<file path="config.mk">
export PLATFORM = sky130hd
export DESIGN_NAME = banner_rotate_ctrl
export DESIGN_NICKNAME = d
export VERILOG_FILES = /design/src/rtl/banner_rotate_ctrl.sv
export SDC_FILE = /design/constraint.sdc
export NUM_CORES = 1
export LEC_CHECK = 0
export CELL_PAD_IN_SITES_DETAIL_PLACEMENT = 0
export CELL_PAD_IN_SITES_GLOBAL_PLACEMENT = 1
export CORE_MARGIN = 2
export CORE_UTILIZATION = 46
export DETAILED_ROUTE_END_ITERATION = 8
export GPL_TIMING_DRIVEN = 1
export PLACE_DENSITY_LB_ADDON = 0.1
export RECOVER_POWER = 100
export SETUP_SLACK_MARGIN = 0.02
export SLEW_MARGIN = 20
export SYNTH_ARGS = -nofsm -noshare
export SYNTH_HDL_FRONTEND = slang
export SYNTH_SLANG_ARGS = --single-unit
</file>
<file path="constraint.sdc">
create_clock -name clk -period 2.66 [get_ports clk]
set_input_delay 0.532 -clock clk [delete_from_list [all_inputs] [get_ports clk]]
set_output_delay 0.532 -clock clk [all_outputs]
set_load 0.05 [all_outputs]
</file>
<file path="src/rtl/banner_rotate_ctrl.sv">
// Run/pause/idle sequencer for the rotating number banner: turns command pulses into a step strobe and a direction.
// Optional auto-reverse after a fixed number of steps is enabled with BANNER_AUTO_BOUNCE_EN.
module banner_rotate_ctrl #(
    parameter int CLK_DIV_BASE = 12_500_000,
    parameter int CNT_W        = 28,
    parameter int BOUNCE_STEPS = 8
) (
    input  logic       clk,
    input  logic       reset,
    input  logic       start_stop,
    input  logic       dir_toggle,
    input  logic       speed_next,
    input  logic       clear,
    output logic       step,
    output logic       dir,
    output logic       running,
    output logic [1:0] state,
    output logic [1:0] speed,
    output logic       clear_out
);

    typedef enum logic [1:0] {
        IDLE  = 2'b00,
        RUN   = 2'b01,
        PAUSE = 2'b10
    } state_t;

    if (CLK_DIV_BASE < 2 || BOUNCE_STEPS < 1) begin : g_param_check
        $error("banner_rotate_ctrl: CLK_DIV_BASE must be >= 2 and BOUNCE_STEPS >= 1");
    end

    state_t           cur_state;
    state_t           next_state;
    logic [CNT_W-1:0] timer;
    logic [CNT_W-1:0] timer_d;
    logic [CNT_W-1:0] period_last;
    logic             step_d;
    logic             dir_d;
    logic             running_d;
    logic [1:0]       speed_d;
    logic             clear_out_d;

`ifdef BANNER_AUTO_BOUNCE_EN
    localparam int BW = (BOUNCE_STEPS < 2) ? 1 : $clog2(BOUNCE_STEPS);
    logic [BW-1:0] bounce;
    logic [BW-1:0] bounce_d;
`endif

    always_ff @(posedge clk or posedge reset) begin
        if (reset) begin
            cur_state <= IDLE;
        end else begin
            cur_state <= next_state;
        end
    end

    always_comb begin
        next_state = cur_state;
        if (clear) begin
            next_state = IDLE;
        end else if (start_stop) begin
            case (cur_state)
                IDLE:    next_state = RUN;
                RUN:     next_state = PAUSE;
                PAUSE:   next_state = RUN;
                default: next_state = IDLE;
            endcase
        end
    end

    // Terminal count of the step period: BASE cycles at speed 3, doubling per level below.
    assign period_last = (CNT_W'(CLK_DIV_BASE) << (2'd3 - speed)) - CNT_W'(1);

    // The timer advances in every cycle whose successor is RUN, so the first step lands
    // exactly one period after the start_stop cycle and resuming continues seamlessly.
    always_comb begin
        timer_d     = timer;
        step_d      = 1'b0;
        dir_d       = dir;
        speed_d     = speed;
        clear_out_d = 1'b0;
        running_d   = (next_state == RUN);
`ifdef BANNER_AUTO_BOUNCE_EN
        bounce_d    = bounce;
`endif
        if (clear) begin
            timer_d     = '0;
            dir_d       = 1'b1;
            speed_d     = 2'd0;
            clear_out_d = 1'b1;
`ifdef BANNER_AUTO_BOUNCE_EN
            bounce_d    = '0;
`endif
        end else begin
            if (next_state == RUN) begin
                if (timer == period_last) begin
                    timer_d = '0;
                    step_d  = 1'b1;
                end else begin
                    timer_d = timer + CNT_W'(1);
                end
            end else if (next_state == IDLE) begin
                timer_d = '0;
            end
            if (speed_next) begin
                speed_d = speed + 2'd1;
                timer_d = '0;
                step_d  = 1'b0;
            end
            if (dir_toggle) begin
                dir_d = ~dir;
            end
`ifdef BANNER_AUTO_BOUNCE_EN
            if (dir_toggle) begin
                bounce_d = '0;
            end
            // An auto flip that coincides with a manual toggle still inverts only once.
            if (step) begin
                if (bounce == BW'(BOUNCE_STEPS - 1)) begin
                    dir_d    = ~dir;
                    bounce_d = '0;
                end else if (!dir_toggle) begin
                    bounce_d = bounce + BW'(1);
                end
            end
`endif
        end
    end

    always_ff @(posedge clk or posedge reset) begin
        if (reset) begin
            timer     <= '0;
            step      <= 1'b0;
            dir       <= 1'b1;
            running   <= 1'b0;
            speed     <= 2'd0;
            clear_out <= 1'b0;
`ifdef BANNER_AUTO_BOUNCE_EN
            bounce    <= '0;
`endif
        end else begin
            timer     <= timer_d;
            step      <= step_d;
            dir       <= dir_d;
            running   <= running_d;
            speed     <= speed_d;
            clear_out <= clear_out_d;
`ifdef BANNER_AUTO_BOUNCE_EN
            bounce    <= bounce_d;
`endif
        end
    end

    assign state = cur_state;

endmodule

</file>
==> results.md <==
- Endpoints failing setup: 0
- Startpoint types: input port
- Vias in the first global route: 1699
- MaxCap Viol Count: 0
- Hold Crit Start: timer[0]
- Clock Path Buffers: 2
- Die height: 73.45 um
- Area growth from synthesis to layout: 13.37%
- Top Family by Delay on Critical Path: simple AND/OR/NAND/NOR gates
- Vias: 1721
- Setup ws final: 224.2 ps
- Setup TNS: 0 ps
- CTS H-tree lvls: 2
- IO Pins: 14
- Slew Limit Fails: 0
- Worst flop-to-flop path startpoint: speed[0]
- Worst slew pin tran: 906.4 ps
- Num CTS Buffers: 5
- Final hold viol count: 0
- Largest net degree at the start of global routing: 44
- Antenna violations before repair: 0
- I/O Buffers: 13
- Maximum VDD drop: 0.0002803 V
- Fill count: 435
- Yosys reg bits: 36
- CTS tree: built
- DP Wirelength: 3.412 mm
- Clock share of power: 0.400
- Synthesized area: 0.002218 sq mm
- Combinational power share: 0.128
- Total die area: 0.005394 sq mm
- Core ar.: 0.004692 sq mm
- Syn Inst Count: 221
- Ys flop type: dfrtp_1
- Reg area: 902.1 sq um
- Slowest CP cell: dlygate4sd3_1
- Rows: 25
- GR Overflow Total: 0
- Sequential group share of total power: 0.472
- Area leader, netlist: dfrtp_1
- CTS Hold Bufs: 0
- Reg-to-reg critical path endpoint: timer[26]
- GRT Overall Usage: 0.2000
- Dpl ws: 33.78 ps
- CP Capture Type: flip-flop
- Reg2reg setup slack: 240 ps
- GPL Wtd Cong: 0.8109
- Netlist cell types: 46
- Net Sw Frac: 0.2575
- Initial DRC Count: 70
- Post-synth EDFFs: 0
- CP Cell Sequence: dlygate4sd3_1 > or4bb_1 > o211ai_1 > nor4_1 > xnor2_1 > a21oi_1
- Multi-input logic area: 0.001211 sq mm
- Internal: 892.7 uW
- Clk Latency, worst-skew pair: 290 ps
- ANT nets after route: 0
- Leak: 0.001008 uW
- Maximum fanout along the worst path: 6
- Final WL: 4.804 mm
- Fmax achieved: 410.6 MHz
- Drt wl/cell: 16.51 um
- Kind of critical path: input port to flip-flop
- Yosys top cell area share: 0.3948
- CP Buf/Inv Count: 1
- First-pass detailed-route iteration total: 4
- RSZ-0062 raised after global routing: no
- Final worst-path cycle share: 0.9157
- Worst reg-to-reg path cell count: 8
- Sw power: 309.6 uW
- Fin Hold WS: 494.7 ps
- Antenna cells: 0
- Max-slew headroom at the worst pin: 0.3957
- Clk_skew: 8.776 ps
- Fin crit period: 2436 ps
- Status: finished clean
- Synth Area per Inst: 10.04 sq um
- First-pass GRT wire length: 8.245 mm
- Root Buffer: clkbuf_8
- Synthesis Warnings: 0
- Die Wd: 73.45 um
- PwrDens: 478.1 mW/mm^2
- Syn_nets: 235
- Routed vias/inst: 5.914
- Clk slew on worst S/H paths: 80 ps
- Ys async rst share: 1.000
- Type of the tightest min-delay check: flip-flop to flip-flop
- Nets: 250
- Worst hold stages: 1
- Post-synthesis sequential area ratio: 0.4067
- Initial Util: 0.4728
- Worst path max stage delay: 600 ps
- CTS Sinks: 36
- WP data arrival: 2650 ps
- Layout cells sized above 1: 0.1097
- Top post-synthesis cells by area: dfrtp_1 (39%), xor2_1 (8.3%), a21oi_1 (6.3%), xnor2_1 (6.3%), ha_1 (4.5%)
- Hold Path Sink: timer[0]
- Required @ worst endpoint: 2880 ps
- # DRC: 0
==> cell usage in the layout, fill, tap and decap left out, types with 2 or more instances in the layout <==
cell type	Yosys	layout
dfrtp_1	35	35
a21oi_1	28	28
xor2_1	21	21
xnor2_1	16	16
nand4_1	13	13
dlygate4sd3_1	0	11
nand3_1	10	10
nor4_1	8	8
ha_1	8	8
nand2_1	7	7
inv_1	6	6
nor2_1	6	6
and4_1	5	5
clkbuf_8	0	5
nand2b_1	4	4
nand3b_1	4	4
and3_1	4	4
buf_4	0	4
nor4b_1	3	3
mux2i_1	3	3
nor3_1	2	2
o2111ai_2	2	2
and2_1	2	2
clkdlybuf4s50_1	0	2
==> state kept, by name, indices dropped and copies added, names as in the netlist <==
signal     flops
state          2
running        1
dir            1
speed          2
step           1
timer         28
clear_out      1
==> cell families after synthesis <==
group / share of synthesized area
AO/OA/AOI/OAI: 0.1066
multiplexers: 0.01354
flip-flops: 0.4067
adder cells (fa/ha/maj): 0.04512
XOR/XNOR: 0.1461
buffers and inverters: 0.04907
AND/OR/NAND/NOR: 0.2329
==> worst reg2reg max path, cell delays in order (launching register included) <==
cell and delay, ps:
dfrtp_1 470, inv_1 170, ha_1 250, or3b_1 360, a211oi_1 290, nand3_1 180
o31ai_4 280, buf_4 230, a21oi_1 90
==> what timing repair did <==
item | 4_1_cts | 5_1_grt
setup endpoints to repair | 0 | 6
setup buffers | 0 | 0
gates resized for setup | 0 | 1
==> per-layer routing <==
metal / vias to the layer above / GRT usage / wire, um
li1: 826 / - / -
met3: 11 / 0.04390 / 150
met4: 0 / 0.07879 / 75
met5: - / 0 / 0
met1: 856 / 0.2686 / 2226
met2: 28 / 0.3135 / 2352
==> how the worst max path moves through the flow <==
stage	endpoint	slack, ps	cells past startpoint	from
after CTS	timer[6]	190	8	speed[1]
final	timer[27]	220	6	clear
after floorplan	timer[16]	80	10	speed[0]
after global routing	timer[22]	40	8	speed[1]
after global placement	timer[23]	110	6	clear
after detailed placement	timer[23]	30	6	clear
==> power by group through the flow <==
stage | clock network [uW] | logic (uW) | registers, uW
after floorplan | 0 | 84.9 | 605
after global placement | 0 | 156 | 578
after detailed placement | 0 | 160 | 579
after CTS | 490 | 161 | 568
after global routing | 512 | 167 | 570
final | 481 | 154 | 568
==> cell type report <==
type / count / share of cell area
well taps: 54 / 0.02687
inverters: 6 / 0.008955
flip-flops and latches: 36 / 0.3587
clock inverters: 3 / 0.01692
clock buffers: 5 / 0.02736
multi-input cells: 166 / 0.4816
repair buffers: 21 / 0.07960
==> synthesized netlist by cell type, drive strengths merged, types with 4 or more instances <==
cell type	n
ha	8
nand4	13
nand2b	4
xor2	21
nand3b	4
clkbuf	5
nor4	8
and4	6
dfrtp	35
and3	5
nand2	7
inv	6
nand3	10
a21oi	29
nor2	6
xnor2	16
buf	7
==> metrics by stage <==
step / util / cells / cell area, sq um / total power [uW]
3_3_place_gp: 0.5128 / 283 / 2406 / 733.9
3_5_place_dp: 0.5128 / 283 / 2406 / 739.1
4_1_cts: 0.5365 / 291 / 2517 / 1219
6_report: 0.5360 / 291 / 2515 / 1202
2_1_floorplan: - / 221 / 2218 / 689.8
5_1_grt: 0.5360 / 291 / 2515 / 1249
No activity file was read; power rests on OpenSTA's default activity.
